==> config.mk <==
export PLATFORM = sky130hd
export DESIGN_NAME = reg_scoreboard
export DESIGN_NICKNAME = d
export VERILOG_FILES = /design/src/rtl/reg_scoreboard.sv
export SDC_FILE = /design/constraint.sdc
export NUM_CORES = 1
export LEC_CHECK = 0
export CAP_MARGIN = 10
export CORE_MARGIN = 2
export CORE_UTILIZATION = 40
export CTS_BUF_LIST = sky130_fd_sc_hd__clkbuf_8
export CTS_CLUSTER_SIZE = 24
export DETAILED_ROUTE_END_ITERATION = 8
export PLACE_DENSITY = 0.61
export SYNTH_ARGS = -nofsm -noshare
export SYNTH_HDL_FRONTEND = slang
export SYNTH_SLANG_ARGS = --single-unit
==> constraint.sdc <==
create_clock -name clk -period 5.6 [get_ports clk]
set_input_delay 1.12 -clock clk [delete_from_list [all_inputs] [get_ports clk]]
set_output_delay 1.12 -clock clk [all_outputs]
set_load 0.03 [all_outputs]
==> src/rtl/reg_scoreboard.sv <==
// reg_scoreboard: ID-stage register scoreboard for in-flight load and mult/div writes.
// Latency: stall_o is combinational from registered state; entries update on the next clock.
// Backpressure: stall_o holds ID; pipe_stall freezes issue and load countdowns.
// Optional build macro REG_SB_STATS_EN adds stat_raw/stat_waw/stat_str stall-cause counters.
module reg_scoreboard #(
  parameter int LOAD_LAT = 1,  // 1..3
  parameter int MAX_LONG = 2   // 1..7
) (
  input  logic        clk,
  input  logic        rst,
  input  logic        id_valid,
  input  logic        pipe_stall,
  input  logic        flush,
  input  logic        rd_en_1,
  input  logic        rd_en_2,
  input  logic [4:0]  rd_addr_1,
  input  logic [4:0]  rd_addr_2,
  input  logic        wr_en,
  input  logic [4:0]  wr_addr,
  input  logic        is_load,
  input  logic        is_long,
  input  logic        lg_done,
  input  logic [4:0]  lg_done_addr,
  output logic        stall_o,
  output logic [31:0] pend_mask,
  output logic [2:0]  long_cnt
`ifdef REG_SB_STATS_EN
  ,
  output logic [31:0] stat_raw,
  output logic [31:0] stat_waw,
  output logic [31:0] stat_str
`endif
);

  localparam logic [1:0] LOAD_LAT_C = 2'(LOAD_LAT);
  localparam logic [2:0] MAX_LONG_C = 3'(MAX_LONG);

  logic [1:0]  lcnt_q [32];
  logic [1:0]  lcnt_d [32];
  logic [31:0] lpend_q, lpend_d;
  logic [2:0]  long_cnt_q, long_cnt_d;

  logic [31:0] pend;
  logic        raw, waw, str, issue, wr_ok, done_hit, long_inc, long_dec;

  // Pending view per GPR; $0 is never pending.
  always_comb begin
    pend = '0;
    for (int r = 1; r < 32; r++) begin
      pend[r] = (lcnt_q[r] != 2'd0) | lpend_q[r];
    end
  end

  assign raw      = (rd_en_1 & (rd_addr_1 != 5'd0) & pend[rd_addr_1]) |
                    (rd_en_2 & (rd_addr_2 != 5'd0) & pend[rd_addr_2]);
  assign waw      = wr_en & (wr_addr != 5'd0) & lpend_q[wr_addr];
  assign str      = is_long & (long_cnt_q == MAX_LONG_C);
  assign stall_o  = id_valid & (raw | waw | str);
  assign issue    = id_valid & ~stall_o & ~pipe_stall & ~flush;
  assign wr_ok    = wr_en & (wr_addr != 5'd0);
  // A completion for a GPR with no long entry is stale and must not touch the count.
  assign done_hit = lg_done & lpend_q[lg_done_addr];
  assign long_inc = issue & wr_ok & is_long & (long_cnt_q != MAX_LONG_C);
  assign long_dec = done_hit & (long_cnt_q != 3'd0);

  assign pend_mask = pend;
  assign long_cnt  = long_cnt_q;

  // Next state: countdown/complete first, then issue overrides so a re-armed entry wins.
  always_comb begin
    lpend_d    = lpend_q;
    long_cnt_d = long_cnt_q;
    for (int r = 0; r < 32; r++) begin
      lcnt_d[r] = (~pipe_stall && lcnt_q[r] != 2'd0) ? lcnt_q[r] - 2'd1 : lcnt_q[r];
    end
    if (done_hit) lpend_d[lg_done_addr] = 1'b0;
    if (issue && wr_ok && is_load) lcnt_d[wr_addr] = LOAD_LAT_C;
    if (issue && wr_ok && is_long) lpend_d[wr_addr] = 1'b1;
    case ({long_inc, long_dec})
      2'b10:   long_cnt_d = long_cnt_q + 3'd1;
      2'b01:   long_cnt_d = long_cnt_q - 3'd1;
      default: long_cnt_d = long_cnt_q;
    endcase
    if (flush) begin
      for (int r = 0; r < 32; r++) lcnt_d[r] = 2'd0;
      lpend_d    = '0;
      long_cnt_d = 3'd0;
    end
  end

  // Scoreboard state registers.
  always_ff @(posedge clk) begin
    if (rst) begin
      for (int r = 0; r < 32; r++) lcnt_q[r] <= 2'd0;
      lpend_q    <= '0;
      long_cnt_q <= 3'd0;
    end else begin
      for (int r = 0; r < 32; r++) lcnt_q[r] <= lcnt_d[r];
      lpend_q    <= lpend_d;
      long_cnt_q <= long_cnt_d;
    end
  end

`ifdef REG_SB_STATS_EN
  logic [31:0] stat_raw_q, stat_waw_q, stat_str_q;

  // Saturating stall-cause counters; flush deliberately leaves them alone.
  always_ff @(posedge clk) begin
    if (rst) begin
      stat_raw_q <= '0;
      stat_waw_q <= '0;
      stat_str_q <= '0;
    end else begin
      if (stall_o && raw && stat_raw_q != 32'hFFFF_FFFF) stat_raw_q <= stat_raw_q + 32'd1;
      if (stall_o && waw && stat_waw_q != 32'hFFFF_FFFF) stat_waw_q <= stat_waw_q + 32'd1;
      if (stall_o && str && stat_str_q != 32'hFFFF_FFFF) stat_str_q <= stat_str_q + 32'd1;
    end
  end

  assign stat_raw = stat_raw_q;
  assign stat_waw = stat_waw_q;
  assign stat_str = stat_str_q;
`endif

endmodule

# Word-level counts from Yosys, hierarchy flattened

Memory sizes are Yosys's and may differ from the RTL's.
Index checks and enable logic that the tools add are counted.

Add/subtract/negate cells: 34
Order comparisons: 8
Equality and inequality tests: 4
Multiplexer cells: 86
Bitwise logic cells: 92
Reduce and logical (&&, ||, !) cells: 76

Operators by type and width:

| cell                                                                          | count |
|---|---|
| 2-bit two-way mux                                                             | 65 |
| 64-bit two-way mux                                                            | 2 |
| 1-bit bitwise OR                                                              | 66 |
| 2-bit nonzero test                                                            | 33 |
| 32-bit AND                                                                    | 2 |
| 32-bit two-way mux                                                            | 2 |
| 32-bit inverter                                                               | 2 |
| 32-bit bitwise OR                                                             | 2 |
| 2-bit by 1-bit subtractor with 2-bit output (second input constant)           | 32 |
| 1-bit logical AND                                                             | 38 |
| 5-bit by 6-bit less-than comparator with 1-bit output (second input constant) | 4 |
| 1-bit binary-select mux with 5-bit select                                     | 4 |
| 1-bit AND                                                                     | 16 |
| 5-bit nonzero test                                                            | 3 |
| 1-bit demux with 5-bit select                                                 | 2 |
| 2-bit demux with 5-bit select                                                 | 1 |
| 5-bit by 1-bit >= comparator with 1-bit output (second input constant)        | 2 |
| 1-bit two-way mux                                                             | 9 |
| 6-bit >= comparator (second input constant)                                   | 1 |
| 6-bit by 1-bit less-than comparator with 1-bit output (second input constant) | 1 |
| 5-bit inverter with 6-bit output                                              | 1 |
| 3-bit one-hot mux with 2 select lines                                         | 1 |
| 3-bit by 1-bit adder with 3-bit output (second input constant)                | 1 |
| 3-bit by 2-bit equality test with 1-bit output (second input constant)        | 1 |
| 7 further kinds                                                               | 9 |

Register bits after elaboration: 35
RAM bits: 64
Input port bits: 31
Output and inout port bits: 36
Logic and storage cells: 303
Memories: 1

Memory list:

| name   | depth | bits a word | read ports | clocked after Yosys merged registers in | wr ports | RTL line | RTL |
|---|---|---|---|---|---|---|---|
| lcnt_q | 32    | 2           | 32         | 0                                       | 32       | 38       | `logic [1:0] lcnt_q [32];` |

# Longest topological paths before layout

Gate-level depths: netlist of the first run.
An unclocked memory read counts as a cell.

Word-level depth: 19
Gate-level depth with buffers: 16
Gate-level depth less buffers: 16

# Worst setup path before layout of the first run

Ideal clock, no wire load.

Path type: input -> output
Start point: input port rd_addr_1[2]
End point: output port stall_o
Arrival time: 3.349 ns
Slack: 1.131 ns
Stages on the path: 7
Cell sequence: clkbuf_1 > mux4_2 > a221o_1 > o211a_1 > a31o_2 > clkbuf_1 > a31oi_1

Word-level cells in the longest chain between the ends: 7
Elaborated cells between the ends (all ways): 9
Those cells by class: 2 x mux; 6 x bitwise; 1 x reduce/logical

RTL lines:

| what                                                                                   | RTL line | RTL |
|---|---|---|
| start, declared                                                                        | 16       | `input logic [4:0] rd_addr_1,` |
| 1-bit binary-select mux with 5-bit select / 5-bit nonzero test (equally long branches) | 54       | `assign raw = (rd_en_1 & (rd_addr_1 != 5'd0) & pend[rd_addr_1]) \|` |
| 1-bit two-way mux (implied by the code) / 1-bit AND (equally long branches)            | 54       |  |
| 1-bit AND (*)                                                                          | 54       |  |
| 1-bit bitwise OR (*)                                                                   | 54       |  |
| 1-bit bitwise OR (*) (2 in series)                                                     | 58       | `assign stall_o = id_valid & (raw \| waw \| str);` |
| 1-bit AND (*)                                                                          | 58       |  |
| end, declared                                                                          | 24       | `output logic stall_o,` |

Every way passes the cells marked *; elsewhere a longest branch is shown, timed or not. The select of a mux whose other input is x is not followed.

# Worst setup path in the final report of the first run

Start point: input port rd_addr_1[0]
End point: output port stall_o

The elaborated chain is that of the path after synthesis.

==> results.py, run 1 <==
metrics = {
    "run_status": {
        "status": "finished clean",
    },
    "worst_setup_path": {
        "crit_chain": "clkdlybuf4s50_1 -> inv_2 -> mux4_2 -> mux2i_1 -> or4_1 -> a31o_2 -> a31oi_1 -> clkdlybuf4s50_1",
        "crit_buf_inv": 3,
        "critPathSlowestCell": "clkdlybuf4s50_1",
        "rr_startpoint": "lcnt_q[1][18]",
        "crit_type": "input port to output pin",
        "cp-start-kind": "input port",
        "worstPathArrival_ns": 4.10,
        "reg2reg_depth": 16,
        "end_kind": "output pin",
        "cp_common_cell": "clkdlybuf4s50_1",
        "crit_family": "buffers and inverters",
        "cp.required_ns": 4.48,
        "path_max_fanout": 9,
        "r2r_slack_ns": 1.81,
        "timing.rr.end": "long_cnt[2]",
        "critPathMaxStageDelay_ns": 0.71,
    },
    "detailed_routing": {
        "drc": 0,
        "vias": 5938,
        "wl_met3_mm": 2.04,
        "drt_iter0_drc": 602,
        "antenna_left": 0,
        "viasPerCell": 5.87,
        "firstDrtPassIters": 5,
        "topRoutingLayerUsed": "met4",
        "drt-met1-wl_mm": 9.18,
        "wirelength_mm": 21.9,
        "met2_length_mm": 9.89,
        "wire_per_inst_um": 21.6,
    },
    "timing": {
        "tns_ns": 0,
        "slew_viol_final": 0,
        "finalWorstSetupSlack_ns": 0.383,
        "rsz0062_at_grt": "no",
        "slew_headroom_pct": 34.3,
        "max_freq_mhz": 192,
        "worst_pin_slew_ns": 0.978,
        "fin_skew_ns": 0.0232,
        "setup_viol": 0,
        "hold_viol": 0,
        "finalCritPeriodShare_pct": 93.2,
        "layout_min_cycle_time_ns": 5.22,
        "holdWs_ns": 0.487,
    },
    "cells_and_area": {
        "fin_util_pct": 48.4,
        "multi_input_area_sq_mm": 0.00391,
        "fill_cells": 1494,
        "fin_area_sq_mm": 0.00741,
        "insertedDiodeCount": 0,
        "fin_nets": 860,
        "final_common_cell": "dfxtp_1",
        "layout.area.seq_sq_mm": 0.00194,
        "drive_above_1_share_pct": 10.7,
        "mostFrequentLayoutCells": "dfxtp_1 (97), nor2_1 (83), inv_1 (81), clkdlybuf4s50_1 (65), nand2_1 (62)",
        "areaGrowthSynthToFinish_pct": 17.5,
    },
    "logic_synthesis": {
        "synth-xor-area-share_pct": 4.59,
        "ys.flop_type": "dfxtp_1",
        "synth_compound_area_share_pct": 19.7,
        "synth_top_family_by_area": "compound AO/OA/AOI/OAI gates",
        "synth_cell_type_count": 59,
        "syn-cell-area_sq_mm": 0.00630,
        "yosysWarnings": 0,
        "yosys.area.top_type": "dfxtp_1",
        "ys_ff_latch": 97,
        "synthMuxAreaShare_pct": 11.4,
        "synth.net_count": 808,
        "synth_edf_count": 0,
        "syn_area_per_cell_sq_um": 8.47,
        "synth_area_leaders": "dfxtp_1 (31%), mux4_2 (9.3%), ha_1 (6.4%)",
        "synth_adder_area_share_pct": 6.67,
        "post-synth-top-area-fraction_pct": 30.8,
        "synthSimpleGateAreaFrac_pct": 19.3,
        "async_flop_share_pct": 0,
        "synthCells": 744,
        "ys_seq_area_share_pct": 30.8,
    },
    "global_route": {
        "grt_use_total_pct": 26.7,
        "antenna_found_initial": 0,
        "gr-total-overflow": 0,
        "grt_first_pass_wirelength_mm": 33.4,
        "grt_max_degree": 69,
        "grt_pass1_vias": 5776,
    },
    "clock_tree": {
        "cts_num_sinks": 97,
        "clockRootBuffer": "clkbuf_8",
        "path_clk_slew_ns": 0.10,
        "cts_max_path_buffers": 2,
        "holdBufCountCts": 0,
        "cts_setup_buffers": 0,
        "htree_levels": 3,
        "cts_buffers": 9,
        "clk_latency_ns": 0.40,
        "cts-resized-gates": 0,
        "cts_tree": "done",
    },
    "hold_path": {
        "whs_endpoint": "lpend_q[0]",
        "min_from": "lpend_q[0]",
        "hold_path_class": "register to register",
        "holdPathStages": 1,
    },
    "pwr": {
        "peakVddDrop_uv": 105,
        "pwr_density_cell_mw_per_mm2": 184,
        "p_leak_nw": 2.55,
    },
    "placement": {
        "post_dp_cell_area_sq_mm": 0.00718,
        "preCtsSetupSlack_ns": 0.437,
        "io_buffers": 65,
        "place_congestion": 0.969,
        "place_hpwl_mm": 16.6,
    },
    "floorplanning": {
        "die_h_um": 130,
        "start_util_pct": 41.2,
        "coreArea_sq_mm": 0.0153,
        "die_x_um": 130,
        "dieArea_sq_mm": 0.0168,
        "num_io_pins": 67,
        "std_cell_rows": 45,
    },
    "flow_run": {
        "maxCapViolations": 0,
    },
}
## registers in the layout, indices dropped and copies added, names as in the netlist
register  count
lpend_q      32
lcnt_q       62
long_cnt      3
## routing by layer
metal | up-vias | global-route usage, %
met4 | 0 | 11.1
met1 | 2856 | 35.0
met5 | - | 0
li1 | 2753 | -
met3 | 43 | 6.44
met2 | 286 | 42.3
## power by group
group	internal, mW	switching [mW]	leakage, nW
clock network	0.276	0.266	0.121
registers	0.689	0.000225	0.781
logic	0.0476	0.0850	1.65
## layout make-up
cell class                      count  share of cell area [%]
Clock buffer                       11                    2.04
Clock inverter                      5                    1.05
Inverter                           83                    4.20
Multi-Input combinational cell    526                    52.7
Sequential cell                    97                    26.2
Tap cell                          211                    3.56
Timing Repair Buffer               79                    10.2
## per-stage QoR
stage                     std cells  power (mW)
final                          1012        1.36
after global routing           1012        1.41
after CTS                      1012        1.37
after detailed placement        996       0.836
after global placement          996       0.835
after floorplan                 744       0.780
## cells in the mapped netlist (all sizes together) (12+ instances only)
| cell | count |
|---|---|
| mux2i | 12 |
| o2bb2ai | 12 |
| a21oi | 43 |
| clkbuf | 29 |
| nor2 | 84 |
| dfxtp | 97 |
| ha | 32 |
| nand2 | 62 |
| mux4 | 26 |
| o211ai | 46 |
| xnor2 | 31 |
| nand2b | 32 |
| o21ai | 18 |
| inv | 82 |
| o22ai | 16 |
## cells by family after synthesis
family | count (synthesis)
flip-flops | 97
multiplexers | 39
AND/OR/NAND/NOR | 247
XOR/XNOR | 33
other | 1
adder cells (fa/ha/maj) | 33
AO/OA/AOI/OAI | 173
buffers and inverters | 121
## how the worst max path moves through the flow
stage | startpoint | to | slack [ns] | cells past startpoint
after floorplan | rd_addr_1[2] | stall_o | 1.13 | 7
after global placement | rd_addr_1[0] | stall_o | 0.45 | 8
after detailed placement | rd_addr_1[0] | stall_o | 0.44 | 8
after CTS | rd_addr_1[0] | stall_o | 0.42 | 8
after global routing | rd_addr_1[0] | stall_o | 0.27 | 8
final | rd_addr_1[0] | stall_o | 0.38 | 8
(Power assumes the default switching activity.)
==> inputs of run 2 (changes only) <==
--- a/config.mk
+++ b/config.mk
@@ -11,6 +11,7 @@
 export CTS_BUF_LIST = sky130_fd_sc_hd__clkbuf_8
 export CTS_CLUSTER_SIZE = 24
 export DETAILED_ROUTE_END_ITERATION = 8
+export GPL_TIMING_DRIVEN = 0
 export PLACE_DENSITY = 0.61
 export SYNTH_ARGS = -nofsm -noshare
 export SYNTH_HDL_FRONTEND = slang
==> results.py, run 2 (synthesized netlist as in run 1, its figures left out) <==
metrics = {
    "clock_tree": {
        "path_clk_slew_ns": 0.10,
        "htree_levels": 3,
        "cts_buffers": 9,
        "clockRootBuffer": "clkbuf_8",
        "cts_num_sinks": 97,
        "cts_max_path_buffers": 2,
        "clk_latency_ns": 0.39,
        "cts_tree": "done",
    },
    "cells_and_area": {
        "largest_register_ff_count": 62,
        "final_common_cell": "dfxtp_1",
        "fill_cells": 1504,
        "insertedDiodeCount": 0,
        "fin_nets": 881,
        "top_register": "lcnt_q",
        "mostFrequentLayoutCells": "dfxtp_1 (97), nor2_1 (84), inv_1 (81), nand2_1 (62), clkdlybuf4s50_1 (59)",
        "areaGrowthSynthToFinish_pct": 17.9,
        "fin_area_sq_mm": 0.00743,
        "drive_above_1_share_pct": 9.73,
    },
    "floorplanning": {
        "die_x_um": 130,
        "dieArea_sq_mm": 0.0168,
        "coreArea_sq_mm": 0.0153,
        "start_util_pct": 41.2,
        "die_h_um": 130,
        "std_cell_rows": 45,
        "num_io_pins": 67,
    },
    "detailed_routing": {
        "wire_per_inst_um": 22.4,
        "wl_met3_mm": 1.64,
        "viasPerCell": 5.96,
        "drt_iter0_drc": 456,
        "firstDrtPassIters": 5,
        "wirelength_mm": 23.1,
        "drc": 0,
        "topRoutingLayerUsed": "met4",
        "drt-met1-wl_mm": 10.0,
        "antenna_left": 0,
        "met2_length_mm": 10.6,
        "vias": 6160,
    },
    "worst_setup_path": {
        "critPathSlowestCell": "clkdlybuf4s50_1",
        "crit_type": "input port to output pin",
        "end_kind": "output pin",
        "cp-start-kind": "input port",
        "path_max_fanout": 9,
        "critPathMaxStageDelay_ns": 0.60,
        "r2r_slack_ns": 1.54,
        "crit_chain": "clkdlybuf4s50_1 -> inv_2 -> mux4_2 -> mux2i_1 -> or4_1 -> a31o_2 -> clkbuf_1 -> a31oi_1 -> dlymetal6s2s_1",
        "worstPathArrival_ns": 4.02,
        "cp.required_ns": 4.48,
    },
    "timing": {
        "finalCritPeriodShare_pct": 91.9,
        "layout_min_cycle_time_ns": 5.14,
        "slew_viol_final": 0,
        "holdWs_ns": 0.475,
        "worst_pin_slew_ns": 1.22,
        "finalWorstSetupSlack_ns": 0.456,
        "rsz0062_at_grt": "no",
        "max_freq_mhz": 194,
        "fin_skew_ns": 0.0142,
        "tns_ns": 0,
        "setup_viol": 0,
        "hold_viol": 0,
        "slew_headroom_pct": 17.7,
    },
    "placement": {
        "post_dp_cell_area_sq_mm": 0.00718,
        "preCtsSetupSlack_ns": 0.00103,
        "io_buffers": 60,
        "place_hpwl_mm": 17.8,
        "place_congestion": 0.929,
    },
    "flow_run": {
        "maxCapViolations": 0,
    },
    "pwr": {
        "peakVddDrop_uv": 116,
        "pwr_density_cell_mw_per_mm2": 188,
        "p_leak_nw": 2.55,
    },
    "global_route": {
        "gr-total-overflow": 0,
        "grt_first_pass_wirelength_mm": 34.9,
        "antenna_found_initial": 0,
        "grt_use_total_pct": 28.2,
        "grt_max_degree": 17,
        "grt_pass1_vias": 5988,
    },
    "run_status": {
        "status": "finished clean",
    },
    "hold_path": {
        "hold_path_class": "register to register",
    },
}
[run 2: cell count changes in the layout (fill, tap and decap cells not counted), sizes merged]
cell           before  now
dlymetal6s2s        0    1
buf                14   10
clkinv              2    1
clkinvlp            0    2
bufinv              2    3
clkdlybuf4s50      65   59
clkbuf             11   39
[run 2: metal layers]
| layer | global-route usage, % | vias up |
|---|---|---|
| met5 | 0 | - |
| met4 | 12.6 | 0 |
| met3 | 4.62 | 54 |
| met2 | 45.4 | 280 |
| met1 | 37.4 | 3040 |
| li1 | - | 2786 |
[run 2: worst paths after layout]
| path | start | end | cells after the start |
|---|---|---|---|
| setup / recovery | rd_addr_1[0] | stall_o | 9 |
| hold / removal | lpend_q[0] | lpend_q[0] | 1 |
| setup reg to reg | lcnt_q[1][24] | long_cnt[2] | 15 |
| hold reg to reg | lpend_q[0] | lpend_q[0] | 1 |
[run 2: metrics by stage]
stage / power, mW / util, % / cells
after CTS: 1.40 / 48.5 / 1032
after detailed placement: 0.840 / 46.9 / 1016
final: 1.40 / 48.5 / 1033
after global routing: 1.44 / 48.5 / 1033
after global placement: 0.839 / 46.8 / 1015
after floorplan: 0.780 / - / 744
[run 2: final cells by class]
class,count,area [sq um],share of cell area [%]
multi-input combinational,526,3900,52.4
sequential,97,1940,26.1
timing repair buffer,62,616,8.28
inverter,83,312,4.19
tap,211,264,3.55
buffer,38,159,2.14
clock buffer,9,124,1.67
clock inverter,7,118,1.58
[run 2: where the power goes]
part / internal [mW] / total [mW] / switching [mW]
Clock: 0.297 / 0.573 / 0.276
Sequential: 0.689 / 0.690 / 0.000205
Combinational: 0.0453 / 0.137 / 0.0919
Total: 1.03 / 1.40 / 0.368
[run 2: worst max-delay path: cells and delay by family]
kind	cells	cell delay, ns
mux	2	0.42
buf+inv	4	1.33
compound gates	2	0.57
simple gates	1	0.59
[run 2: repair_timing]
| action | CTS | global route |
|---|---|---|
| buffers inserted | 0 | 0 |
| resized for setup | 0 | 1 |
| endpoints found under the setup margin | 0 | 1 |
| hold buffers | 0 | 0 |
